===== src/rtl/i2s_pkg.sv =====
// Shared definitions for the I2S transmit scheduler: defaults, frame length and sequencer states.
package i2s_pkg;

  localparam int unsigned WORD_SIZE_DEFAULT = 24;
  localparam logic [15:0] UNDERRUN_MAX      = 16'hFFFF;

  localparam logic [0:0] StPrime = 1'b0;
  localparam logic [0:0] StRun   = 1'b1;

  // One load period followed by the left and right data words.
  function automatic int unsigned frame_bclks(input int unsigned word_size);
    return 2 * word_size + 1;
  endfunction

endpackage


===== src/rtl/i2s_tx_scheduler_if.sv =====
// Valid/ready sample-pair stream from the synth core into the transmit scheduler.
interface i2s_tx_scheduler_if #(
  parameter int unsigned WORD_SIZE = 24
) ();

  logic                 in_valid;
  logic                 in_ready;
  logic [WORD_SIZE-1:0] in_left;
  logic [WORD_SIZE-1:0] in_right;

  modport master (output in_valid, output in_left, output in_right, input in_ready);
  modport slave  (input in_valid, input in_left, input in_right, output in_ready);

endinterface


===== src/rtl/sample_fifo.sv =====
// Synchronous FIFO of stereo sample pairs; head entry is always visible on pop_data.
module sample_fifo #(
  parameter int unsigned WIDTH = 48,
  parameter int unsigned DEPTH = 4
) (
  input  logic                       clk,
  input  logic                       nReset,
  input  logic                       push,
  input  logic [WIDTH-1:0]           push_data,
  input  logic                       pop,
  output logic [WIDTH-1:0]           pop_data,
  output logic [$clog2(DEPTH):0]     level
);

  localparam int unsigned PtrW = $clog2(DEPTH);
  localparam int unsigned LvlW = $clog2(DEPTH) + 1;

  logic [WIDTH-1:0] mem_q [DEPTH];
  logic [PtrW-1:0]  wr_q, rd_q;
  logic [LvlW-1:0]  lvl_q, lvl_d;
  logic             do_push, do_pop;

  assign do_push = push && (lvl_q != LvlW'(DEPTH));
  assign do_pop  = pop && (lvl_q != '0);

  always_comb begin
    lvl_d = lvl_q;
    if (do_push && !do_pop) begin
      lvl_d = lvl_q + LvlW'(1);
    end else if (do_pop && !do_push) begin
      lvl_d = lvl_q - LvlW'(1);
    end
  end

  always_ff @(posedge clk) begin
    if (!nReset) begin
      wr_q  <= '0;
      rd_q  <= '0;
      lvl_q <= '0;
    end else begin
      if (do_push) wr_q <= wr_q + PtrW'(1);
      if (do_pop)  rd_q <= rd_q + PtrW'(1);
      lvl_q <= lvl_d;
    end
  end

  always_ff @(posedge clk) begin
    if (do_push) mem_q[wr_q] <= push_data;
  end

  assign pop_data = mem_q[rd_q];
  assign level    = lvl_q;

endmodule


===== src/rtl/i2s_tx_scheduler.sv =====
// I2S frame scheduler: divides clk into bclk, buffers sample pairs and presents one held
// left/right pair per frame, with priming, mute and underrun accounting.
module i2s_tx_scheduler
  import i2s_pkg::*;
#(
  parameter int unsigned WORD_SIZE   = WORD_SIZE_DEFAULT,
  parameter int unsigned BCLK_DIV    = 16,
  parameter int unsigned FIFO_DEPTH  = 4,
  parameter int unsigned FRAME_BCLKS = frame_bclks(WORD_SIZE)
) (
  input  logic                          clk,
  input  logic                          nReset,
  i2s_tx_scheduler_if.slave             up,
  input  logic                          mute,
  input  logic                          clear_underrun,
  output logic                          bclk,
  output logic [WORD_SIZE-1:0]          left_data,
  output logic [WORD_SIZE-1:0]          right_data,
  output logic                          frame_start,
  output logic [$clog2(FIFO_DEPTH):0]   fifo_level,
  output logic [15:0]                   underrun_count
);

  localparam int unsigned DivW = $clog2(BCLK_DIV);
  localparam int unsigned FrmW = $clog2(FRAME_BCLKS);
  localparam int unsigned LvlW = $clog2(FIFO_DEPTH) + 1;

  logic [DivW-1:0]        div_q, div_d;
  logic [FrmW-1:0]        bcnt_q, bcnt_d;
  logic                   bclk_q;
  logic [0:0]             state_q, state_d;
  logic [WORD_SIZE-1:0]   left_q, left_d, right_q, right_d;
  logic [15:0]            urun_q, urun_d;
  logic [2*WORD_SIZE-1:0] head;
  logic                   boundary, in_ready, push, pop, go_run, underrun;

  assign boundary = (div_q == '0) && (bcnt_q == '0);
  // Gated by nReset so neither strobe is seen while the block is held in reset.
  assign frame_start = boundary && nReset;
  assign in_ready    = nReset && (fifo_level < LvlW'(FIFO_DEPTH));
  assign up.in_ready = in_ready;
  assign push        = up.in_valid && in_ready;

  // The boundary that leaves PRIME already behaves as a RUN boundary.
  assign go_run   = boundary && ((state_q == StRun) || (fifo_level >= LvlW'(FIFO_DEPTH / 2)));
  assign pop      = go_run && (fifo_level != '0);
  assign underrun = go_run && (fifo_level == '0);

  always_comb begin
    div_d   = (div_q == DivW'(BCLK_DIV - 1)) ? '0 : div_q + DivW'(1);
    bcnt_d  = bcnt_q;
    if (div_q == DivW'(BCLK_DIV - 1)) begin
      bcnt_d = (bcnt_q == FrmW'(FRAME_BCLKS - 1)) ? '0 : bcnt_q + FrmW'(1);
    end

    state_d = go_run ? StRun : state_q;

    left_d  = left_q;
    right_d = right_q;
    if (boundary) begin
      left_d  = '0;
      right_d = '0;
      if (pop && !mute) begin
        left_d  = head[2*WORD_SIZE-1:WORD_SIZE];
        right_d = head[WORD_SIZE-1:0];
      end
    end

    urun_d = urun_q;
    if (clear_underrun) begin
      urun_d = '0;
    end else if (underrun && (urun_q != UNDERRUN_MAX)) begin
      urun_d = urun_q + 16'd1;
    end
  end

  always_ff @(posedge clk) begin
    if (!nReset) begin
      div_q   <= '0;
      bcnt_q  <= '0;
      bclk_q  <= 1'b0;
      state_q <= StPrime;
      left_q  <= '0;
      right_q <= '0;
      urun_q  <= '0;
    end else begin
      div_q   <= div_d;
      bcnt_q  <= bcnt_d;
      bclk_q  <= (div_q < DivW'(BCLK_DIV / 2));
      state_q <= state_d;
      left_q  <= left_d;
      right_q <= right_d;
      urun_q  <= urun_d;
    end
  end

  sample_fifo #(
    .WIDTH (2 * WORD_SIZE),
    .DEPTH (FIFO_DEPTH)
  ) u_fifo (
    .clk       (clk),
    .nReset    (nReset),
    .push      (push),
    .push_data ({up.in_left, up.in_right}),
    .pop       (pop),
    .pop_data  (head),
    .level     (fifo_level)
  );

  assign bclk           = bclk_q;
  assign left_data      = left_q;
  assign right_data     = right_q;
  assign underrun_count = urun_q;

endmodule

===== src/flat_wrapper.sv =====
// flat-port wrapper written by rule: the top's interface ports become plain ports
module i2s_tx_scheduler_flat import i2s_pkg::*;
#(
  parameter int unsigned WORD_SIZE   = WORD_SIZE_DEFAULT,
  parameter int unsigned BCLK_DIV    = 16,
  parameter int unsigned FIFO_DEPTH  = 4,
  parameter int unsigned FRAME_BCLKS = frame_bclks(WORD_SIZE)
)
  (clk, nReset, mute, clear_underrun, bclk, left_data, right_data, frame_start, fifo_level, underrun_count, up_in_valid, up_in_left, up_in_right, up_in_ready);
  i2s_tx_scheduler_if #(.WORD_SIZE(WORD_SIZE)) up_i ();
  input  logic clk;
  input  logic nReset;
  input  logic mute;
  input  logic clear_underrun;
  output logic bclk;
  output logic [WORD_SIZE-1:0] left_data;
  output logic [WORD_SIZE-1:0] right_data;
  output logic frame_start;
  output logic [$clog2(FIFO_DEPTH):0] fifo_level;
  output logic [15:0] underrun_count;
  input wire logic [$bits(up_i.in_valid)-1:0] up_in_valid;
  input wire logic [$bits(up_i.in_left)-1:0] up_in_left;
  input wire logic [$bits(up_i.in_right)-1:0] up_in_right;
  output wire logic [$bits(up_i.in_ready)-1:0] up_in_ready;
  assign up_i.in_valid = up_in_valid;
  assign up_i.in_left = up_in_left;
  assign up_i.in_right = up_in_right;
  assign up_in_ready = up_i.in_ready;
  i2s_tx_scheduler #(.WORD_SIZE(WORD_SIZE), .BCLK_DIV(BCLK_DIV), .FIFO_DEPTH(FIFO_DEPTH), .FRAME_BCLKS(FRAME_BCLKS)) u_core (.clk(clk), .nReset(nReset), .up(up_i), .mute(mute), .clear_underrun(clear_underrun), .bclk(bclk), .left_data(left_data), .right_data(right_data), .frame_start(frame_start), .fifo_level(fifo_level), .underrun_count(underrun_count));
endmodule

===== config.mk =====
export PLATFORM = sky130hd
export DESIGN_NAME = i2s_tx_scheduler_flat
export DESIGN_NICKNAME = d
export VERILOG_FILES = /design/src/rtl/i2s_pkg.sv /design/src/rtl/i2s_tx_scheduler_if.sv /design/src/rtl/sample_fifo.sv /design/src/rtl/i2s_tx_scheduler.sv /design/src/flat_wrapper.sv
export SDC_FILE = /design/constraint.sdc
export NUM_CORES = 1
export LEC_CHECK = 0
export ABC_AREA = 1
export ABC_CLOCK_PERIOD_IN_PS = 3600
export BUFFER_PORTS_ARGS = -buffer_cell sky130_fd_sc_hd__buf_2
export CORE_UTILIZATION = 50
export DETAILED_ROUTE_END_ITERATION = 12
export PLACE_DENSITY = 0.73
export SLEW_MARGIN = 20
export SYNTH_ARGS = -nofsm -noshare
export SYNTH_HDL_FRONTEND = slang
export SYNTH_SLANG_ARGS = --single-unit
export TNS_END_PERCENT = 10

===== constraint.sdc =====
create_clock -name clk -period 3.6 [get_ports clk]
set_input_delay 0.72 -clock clk [delete_from_list [all_inputs] [get_ports clk]]
set_output_delay 0.72 -clock clk [all_outputs]
set_load 0.005 [all_outputs]

==> flow_metrics.py, run 1 <==
metrics = {
    "run_status": {
        "outcome": "complete, no violations",
    },
    "drt": {
        "avgRoutedWirePerCell_um": 16.8,
        "firstDrtPassIters": 5,
        "drc": 0,
        "vias": 7387,
        "first_iter_violations": 362,
        "wl_um": 23000,
        "antenna_left": 0,
        "viasPerCell": 5.38,
    },
    "clock_tree": {
        "hold_buffers": 0,
        "cts.sinks": 277,
        "cts_buffers": 28,
        "cts_buffer_depth": 3,
        "insertion_delay_ps": 530,
        "cts_setup_buffers": 0,
        "cts_root_buf": "clkbuf_16",
        "cts_tree": "done",
        "clkTransAtPathRegs_ps": 60,
        "cts_max_level": 1,
        "ctsResizeCount": 0,
    },
    "sta": {
        "period_share": 0.690,
        "rsz0062_at_grt": "no",
        "setup_viol": 0,
        "max_freq_mhz": 403,
        "period_minus_slack_ps": 2480,
        "fin_skew_ps": 9.93,
        "relSlewSlack": 0.305,
        "drv_slew": 0,
        "finalHoldViolCount": 0,
        "worst_pin_slew_ps": 1040,
    },
    "logic_synthesis": {
        "synth_compound_area_frac": 0.122,
        "synthAdderAreaFrac": 0.0133,
        "synth-simple-area-share": 0.131,
        "synth_flop_cell": "edfxtp_1",
        "yosysMostFrequentCell": "nand2_1",
        "synth.top_cell.area_share": 0.527,
        "synth_common_cells": "nand2_1, edfxtp_1, a21oi_1",
        "syn_avg_cell_area_um2": 11.3,
        "async_flop_share": 0,
        "ys_warn_count": 0,
        "synth_top_family_by_area": "simple AND/OR/NAND/NOR gates",
        "synth_edf_count": 192,
        "synthXorXnorAreaFrac": 0.00961,
        "syn-cell-area_um2": 10900,
        "seq_area_frac_synth": 0.683,
        "synth.distinct_cells": 32,
        "synth_cells": 965,
        "yosys.area.top_type": "edfxtp_1",
        "yosys-top-cells-area": "edfxtp_1, dfxtp_1, a21oi_1",
        "synth_nets": 1029,
        "synthMuxAreaShare": 0,
        "synth-seq-cells": 277,
    },
    "worst_setup_path": {
        "cp.arrival_ps": 1760,
        "reg2reg_to": "u_core.u_fifo.rd_q[0]$_SDFFE_PN0P_",
        "cp.required_ps": 2880,
        "r2r_start": "u_core.div_q[0]$_SDFF_PP0_",
        "crit_path_end_kind": "primary output",
        "cp-start-kind": "primary input",
        "startpoint": "nReset",
        "reg2reg_slack_ps": 1230,
        "path_class": "in -> out",
        "cp_max_fo": 61,
        "setup.worst_path.end": "frame_start",
        "r2r_cells": 10,
    },
    "place": {
        "placed_area_um2": 11700,
        "dp_hpwl_um": 12900,
        "port_buffers": 122,
        "place.gp.congestion": 0.792,
    },
    "global_route": {
        "grt_use_total": 0.205,
        "grt_overflow": 0,
        "grt_pass1_wl_um": 35500,
        "grt_max_degree": 97,
        "first_global_vias": 7003,
        "antenna_found_initial": 5,
    },
    "hold_path": {
        "holdPathStages": 1,
        "min_path_type": "in -> reg",
        "hold_start": "up_in_right[18]",
    },
    "cells_and_area": {
        "finish.instance_area_um2": 12600,
        "nets": 1138,
        "layout-drive-gt1-share": 0.198,
        "final_core_util": 0.595,
        "synthToLayoutAreaGrowth_pct": 15.6,
    },
    "floorplan": {
        "io-pin-count": 123,
        "fp.dieW_um": 150,
        "start_util": 0.515,
        "core_um2": 21200,
        "die_h_um": 150,
        "die_area_um2": 22500,
        "num_rows": 53,
    },
    "pwr": {
        "power.switching_w": 0.00211,
        "p_per_area_nw_per_um2": 614,
        "leakagePower_nw": 4.82,
        "power_frac_clock": 0.361,
        "intPower_w": 0.00565,
        "peakVddDrop_uv": 394,
        "p_comb_frac": 0.164,
        "p_seq_frac": 0.475,
        "finalPower_w": 0.00776,
        "switching_share": 0.271,
    },
    "run": {
        "timing.max_cap.violations": 0,
    },
}
[worst max-delay path, stage by stage]
cell	delay, ps
buf_2	140
inv_2	60
buf_4	540
nor4_1	140
buf_2	160
[cells in the final DEF (no fill, tap or decap), types with 6 or more instances in the layout]
cell type  instances
a21oi_1          161
a21oi_2           10
a22oi_1           48
buf_2            122
buf_4             12
clkbuf_1           8
clkbuf_16         29
clkinv_1           6
dfxtp_1           83
edfxtp_1         192
ha_1              10
inv_1             39
nand2_1          208
nand2_2           15
nand3_1           57
nand4_1            7
nor2_1            29
nor2_4             9
o21ai_0           11
xor2_1             8
[flip-flops by register name (all words and copies together) (netlist names), named ones only]
register               count
u_core.bclk                1
u_core.bcnt_q              6
u_core.div_q               4
u_core.left_data          24
u_core.right_data         24
u_core.state_q             1
u_core.u_fifo.level        3
u_core.u_fifo.mem_q      192
u_core.u_fifo.rd_q         2
u_core.u_fifo.wr_q         2
u_core.underrun_count     16
[through the flow]
step / setup WS (ps) / instances / setup TNS [ps] / hold slack [ps]
floorplan: -92.1 / 965 / -17680 / 417
detailed placement: 981 / 1319 / 0 / 439
CTS: 1080 / 1371 / 0 / 377
global placement: 1010 / 1319 / 0 / 433
finish: 1120 / 1374 / 0 / 396
global route: 1010 / 1373 / 0 / 379
[cells by family after synthesis]
group,after synthesis
AND/OR/NAND/NOR,333
buffers and inverters,99
flip-flops,277
XOR/XNOR,12
adder cells (fa/ha/maj),11
AO/OA/AOI/OAI,233
[worst min path at each step]
stage | to
after floorplan | u_core.div_q[0]$_SDFF_PP0_
after global routing | u_core.u_fifo.mem_q[0][36]$_DFFE_PP_
final | u_core.u_fifo.mem_q[2][18]$_DFFE_PP_
after detailed placement | u_core.div_q[0]$_SDFF_PP0_
after CTS | u_core.u_fifo.mem_q[1][36]$_DFFE_PP_
after global placement | u_core.div_q[0]$_SDFF_PP0_
[final cells by class]
type	count	area, um2
fill	1727	8590
clock buffer	39	783
timing repair buffer	134	701
tap	275	344
multi-input combinational	589	3050
inverter	44	166
sequential	277	7470
antenna	3	7.51
clock inverter	13	114
[per-layer routing]
metal	track usage	wire length (um)	vias up
met4	0.0692	460	4
li1	-	-	3618
met5	0	22	-
met1	0.257	9860	3533
met2	0.356	11600	190
met3	0.0363	1130	42
[power by group through the flow]
stage	Clock (W)	Sequential, W	Combinational [W]
final	0.00280	0.00369	0.00127
after global routing	0.00297	0.00371	0.00142
after CTS	0.00285	0.00369	0.00128
after detailed placement	0	0.00375	0.00127
after global placement	0	0.00375	0.00124
after floorplan	0	0.00374	0.000952
Power figures use the tool's default switching activity.
==> run 2: changes to the inputs <==
- ABC_CLOCK_PERIOD_IN_PS: 3600 -> 2200
- clock period: 3.6 -> 2.2 ns (I/O delays scaled with it)
==> run 2 against run 1 <==
  * The run now ends with negative setup slack left
  * Clock skew is 2.9 ps higher
  * Critical path depth stayed put
  * Critical endpoint unchanged
  * Power is 63% higher
  * Largest cell class unchanged
  * Flip-flop and latch count stayed put
  * Clock-buffer cell count is 2 lower
  * Register-to-register slack worse by 1100 ps
  * Cell count is 0.80% higher
==> flow_metrics.py, run 2 (synthesized netlist as in run 1, its figures left out) <==
metrics = {
    "cells_and_area": {
        "largest_reg_flops": 192,
        "nets": 1152,
        "synthToLayoutAreaGrowth_pct": 17.3,
        "fin_cells": 1385,
        "layout-drive-gt1-share": 0.214,
        "final_common_cell": "nand2_1",
        "layout_common_cells": "nand2_1, edfxtp_1, a21oi_1",
        "top_register": "u_core.u_fifo.mem_q",
    },
    "floorplan": {
        "num_rows": 53,
        "fp.dieW_um": 150,
        "die_area_um2": 22500,
        "die_h_um": 150,
        "io-pin-count": 123,
        "start_util": 0.515,
        "core_um2": 21200,
    },
    "clock_tree": {
        "cts_buffers": 27,
        "insertion_delay_ps": 530,
        "cts.sinks": 277,
        "cts_tree": "done",
        "cts_max_level": 1,
        "cts_buffer_depth": 3,
        "cts_root_buf": "clkbuf_16",
        "clkTransAtPathRegs_ps": 60,
    },
    "worst_setup_path": {
        "crit_path_end_kind": "primary output",
        "crit_slowest_cell": "nor4_1",
        "worstPathCellList": "inv_1 > ha_1 > nand2_2 > nor4_1 > buf_2",
        "max_stage_delay_ps": 390,
        "path_class": "reg -> out",
        "cp_max_fo": 4,
        "cp.arrival_ps": 1770,
        "cp.buffers_inverters": 2,
        "cp.required_ps": 1760,
        "cp-start-kind": "register",
        "critical_path.top_delay_family": "simple AND/OR/NAND/NOR gates",
    },
    "sta": {
        "worst_pin_slew_ps": 674,
        "setup_viol": 1,
        "relSlewSlack": 0.550,
        "fin_skew_ps": 12.8,
        "drv_slew": 0,
        "max_freq_mhz": 452,
        "period_share": 1.01,
        "period_minus_slack_ps": 2210,
        "finalHoldViolCount": 0,
        "rsz0062_at_grt": "yes",
        "setup_ws_ps": -14.5,
    },
    "drt": {
        "viasPerCell": 5.40,
        "antenna_left": 0,
        "wl_um": 23000,
        "drc": 0,
        "vias": 7485,
        "first_iter_violations": 503,
        "firstDrtPassIters": 5,
        "avgRoutedWirePerCell_um": 16.6,
    },
    "place": {
        "place.gp.congestion": 0.824,
        "dp_hpwl_um": 13700,
        "placedCellCount": 1332,
        "port_buffers": 122,
        "dpl_worst_slack_ps": 92.4,
    },
    "global_route": {
        "grt_pass1_wl_um": 36200,
        "antenna_found_initial": 1,
        "grt_max_degree": 63,
        "first_global_vias": 7057,
        "grt_overflow": 0,
        "grt_use_total": 0.207,
    },
    "run": {
        "timing.max_cap.violations": 0,
    },
    "hold_path": {
        "min_path_type": "in -> reg",
    },
    "pwr": {
        "finalPower_w": 0.0126,
        "p_per_area_nw_per_um2": 986,
        "peakVddDrop_uv": 658,
        "leakagePower_nw": 4.90,
    },
    "run_status": {
        "violations": "negative setup slack",
        "outcome": "finished, violations left",
    },
}
-- run 2: timing repair --
| action | 4_1_cts | 5_1_grt |
|---|---|---|
| setup buffers | 0 | 2 |
| setup endpoints to repair | 0 | 2 |
| hold endpoints to repair | 0 | 0 |
| hold buffers | 0 | 0 |
| gates resized for setup | 0 | 6 |
-- run 2: final timing paths --
check	start	endpoint	slack [ps]	cells after the start
max	u_core.bcnt_q[0]$_SDFFE_PN0P_	frame_start	-10	5
min	up_in_left[9]	u_core.u_fifo.mem_q[0][33]$_DFFE_PP_	110	1
max reg2reg	u_core.bcnt_q[0]$_SDFFE_PN0P_	u_core.u_fifo.level[2]$_SDFFE_PN0P_	120	13
min reg2reg	u_core.div_q[0]$_SDFF_PP0_	u_core.div_q[0]$_SDFF_PP0_	450	1
-- run 2: cell type report --
| type | instances | area, um2 |
|---|---|---|
| antenna | 1 | 2.50 |
| clock buffer | 37 | 713 |
| clock inverter | 13 | 123 |
| fill | 1685 | 8400 |
| inverter | 44 | 166 |
| multi-input combinational | 589 | 3050 |
| sequential | 277 | 7470 |
| tap | 275 | 344 |
| timing repair buffer | 149 | 951 |
-- run 2: layer usage --
layer / GRT usage / part of all wire / vias to the layer above
met1: 0.276 / 0.43 / 3589
met3: 0.0390 / 0.067 / 30
li1: - / - / 3656
met4: 0.0540 / 0.014 / 0
met5: 0 / 0 / -
met2: 0.347 / 0.49 / 210
-- run 2: stage by stage --
stage	instance area [um2]	hold WS [ps]	TNS (ps)	utilization
6_report	12800	114	-14.5	0.604
5_1_grt	12800	111	-51.9	0.604
4_1_cts	12800	101	0	0.603
3_5_place_dp	12000	439	0	0.564
3_3_place_gp	12000	433	0	0.564
2_1_floorplan	10900	417	-87770	-
-- run 2: worst reg2reg max path, delay by kind of cell (launching register included) --
family,cells,cell delay (ps)
compound gates,2,180
xor+xnor,1,190
fa+ha+maj,3,730
buf+inv,4,260
flops,1,340
simple gates,3,250
-- run 2: where the power goes --
part	switching [W]	total [W]	internal [W]
logic	0.00148	0.00223	0.000753
clock network	0.00186	0.00437	0.00251
registers	0.000161	0.00605	0.00589
total	0.00349	0.0126	0.00916
==> run 3: changes to the inputs <==
- HOLD_SLACK_MARGIN: default -> 0.1
- PLACE_DENSITY: 0.73 -> default
- PLACE_DENSITY_LB_ADDON: default -> 0.12
==> run 3 against run 2 <==
  * The run now ends clean
  * Sequential power barely moved
  * Design area is 4.0% higher
  * Sequential share of layout area shrank 2.2 points
  * Clock power up 23%
  * Critical path depth did not move
  * Worst hold slack better by 6.2 ps
  * Combinational power increased by 3%
  * First-iteration DRC count down 21%
  * Fmax rose by 4.8%
  * Register-to-register slack improved by 90 ps
  * Die area is the same
  * Via count up 1.5%
  * Largest cell class unchanged
==> flow_metrics.py, run 3 (synthesized netlist as in run 1, its figures left out) <==
metrics = {
    "run_status": {
        "outcome": "complete, no violations",
    },
    "sta": {
        "finalHoldViolCount": 0,
        "setup_tns_ps": 0,
        "fin_skew_ps": 17.9,
        "period_minus_slack_ps": 2110,
        "max_freq_mhz": 473,
        "worst_pin_slew_ps": 467,
        "drv_slew": 0,
        "relSlewSlack": 0.689,
        "setup_viol": 0,
        "period_share": 0.961,
    },
    "clock_tree": {
        "cts_buffers": 29,
        "cts_root_buf": "clkbuf_16",
        "insertion_delay_ps": 550,
        "cts_max_level": 1,
        "cts.sinks": 277,
        "cts_tree": "done",
        "cts_buffer_depth": 3,
        "clkTransAtPathRegs_ps": 60,
    },
    "drt": {
        "firstDrtPassIters": 5,
        "avgRoutedWirePerCell_um": 16.7,
        "wl_um": 23600,
        "drc": 0,
        "viasPerCell": 5.37,
        "first_iter_violations": 398,
        "antenna_left": 0,
        "vias": 7600,
    },
    "worst_setup_path": {
        "critical_path.top_delay_family": "simple AND/OR/NAND/NOR gates",
        "path_class": "reg -> out",
        "cp_max_fo": 4,
        "r2r_start": "u_core.bcnt_q[0]$_SDFFE_PN0P_",
        "cp.arrival_ps": 1670,
        "crit_slowest_cell": "dfxtp_2",
        "reg2reg_slack_ps": 210,
        "r2r_cells": 13,
        "cp.buffers_inverters": 2,
        "cp-start-kind": "register",
        "max_stage_delay_ps": 330,
        "startpoint": "u_core.bcnt_q[0]$_SDFFE_PN0P_",
        "worstPathCellList": "inv_1 > ha_1 > nand2_2 > nor4_1 > buf_2",
        "reg2reg_to": "u_core.u_fifo.level[2]$_SDFFE_PN0P_",
        "crit_path_end_kind": "primary output",
        "setup.worst_path.end": "frame_start",
        "cp.required_ps": 1760,
        "worst-path-stages": 5,
    },
    "place": {
        "placedCellCount": 1329,
        "port_buffers": 122,
        "dp_hpwl_um": 13200,
        "place.gp.congestion": 0.776,
        "placed_area_um2": 11900,
    },
    "global_route": {
        "grt_use_total": 0.218,
        "antenna_found_initial": 1,
        "grt_pass1_wl_um": 38100,
        "grt_max_degree": 97,
        "grt_overflow": 0,
        "first_global_vias": 7414,
    },
    "pwr": {
        "leakagePower_nw": 5.12,
        "p_per_area_nw_per_um2": 1030,
        "switching_share": 0.261,
        "power.switching_w": 0.00357,
        "p_seq_frac": 0.440,
        "p_comb_frac": 0.168,
        "peakVddDrop_uv": 735,
        "intPower_w": 0.0101,
        "power_frac_clock": 0.392,
    },
    "cells_and_area": {
        "fin_cells": 1414,
        "layout_common_cells": "nand2_1, edfxtp_1, a21oi_1",
        "synthToLayoutAreaGrowth_pct": 22.0,
        "layout-drive-gt1-share": 0.215,
        "final_common_cell": "nand2_1",
        "top_register": "u_core.u_fifo.mem_q",
        "final_core_util": 0.629,
        "nets": 1179,
        "largest_reg_flops": 192,
        "fillers": 1757,
        "finish.instance_area_um2": 13300,
    },
    "run": {
        "timing.max_cap.violations": 0,
    },
    "floorplan": {
        "start_util": 0.515,
        "io-pin-count": 123,
        "core_um2": 21200,
        "fp.dieW_um": 150,
        "die_area_um2": 22500,
        "num_rows": 53,
        "die_h_um": 150,
    },
    "hold_path": {
        "min_path_type": "in -> reg",
    },
}
==> run 3: changes by cell type in the layout (fill, tap and decap cells not counted), sizes merged <==
cell | previous run | this run
bufinv | 2 | 7
dlygate4sd3 | 0 | 29
clkbuf | 37 | 41
inv | 45 | 44
clkinv | 9 | 5
buf | 149 | 145
==> run 3: per-stage QoR <==
stage               setup WS (ps)  total power [W]  hold WS, ps
floorplan                    -457          0.00768          417
global placement              167          0.00834          433
detailed placement            111          0.00838          443
CTS                          18.0           0.0138          101
global route               -0.426           0.0143          102
finish                       86.1           0.0137          120
==> run 3: how the worst min path moves through the flow <==
| stage | start | end | slack (ps) | depth (start not counted) |
|---|---|---|---|---|
| final | up_in_right[7] | u_core.u_fifo.mem_q[2][7]$_DFFE_PP_ | 120 | 1 |
| after global routing | up_in_right[1] | u_core.u_fifo.mem_q[1][1]$_DFFE_PP_ | 100 | 1 |
| after global placement | u_core.div_q[0]$_SDFF_PP0_ | u_core.div_q[0]$_SDFF_PP0_ | 430 | 1 |
| after floorplan | u_core.div_q[0]$_SDFF_PP0_ | u_core.div_q[0]$_SDFF_PP0_ | 420 | 1 |
| after detailed placement | u_core.div_q[0]$_SDFF_PP0_ | u_core.div_q[0]$_SDFF_PP0_ | 440 | 1 |
| after CTS | up_in_right[12] | u_core.u_fifo.mem_q[2][12]$_DFFE_PP_ | 100 | 1 |
==> run 3: area by class of cell <==
cell class,count,area [um2],share of cell area
tap,275,344,0.0258
timing repair buffer,174,1210,0.0908
antenna,1,2.50,0.000188
sequential,277,7480,0.560
inverter,44,166,0.0125
clock buffer,41,821,0.0615
multi-input combinational,589,3060,0.230
clock inverter,13,256,0.0192
==> run 3: worst register-to-register path, delay by kind of cell, from the launching register on <==
family	cells	cell delay [ps]
adder cells (fa/ha/maj)	3	740
flip-flops	1	340
buffers and inverters	4	260
AND/OR/NAND/NOR	3	240
XOR/XNOR	1	150
AO/OA/AOI/OAI	2	140
==> run 3: power by group through the flow <==
stage	Sequential (W)	Clock, W	Combinational (W)
after floorplan	0.00612	0	0.00156
after global placement	0.00613	0	0.00221
after detailed placement	0.00614	0	0.00224
after CTS	0.00603	0.00548	0.00229
after global routing	0.00606	0.00570	0.00257
final	0.00603	0.00537	0.00229
==> run 3: layer usage <==
metal / global-route usage / vias up / wire length [um]
met3: 0.0357 / 39 / 1270
li1: - / 3710 / -
met4: 0.0621 / 0 / 445
met5: 0 / - / 0
met2: 0.378 / 188 / 11800
met1: 0.280 / 3663 / 10100
==> run 3: what timing repair did <==
item,4_1_cts,5_1_grt
hold buffers,28,1
setup endpoints to repair,0,2
gates resized for setup,0,10
setup buffers,0,1
hold endpoints to repair,106,4
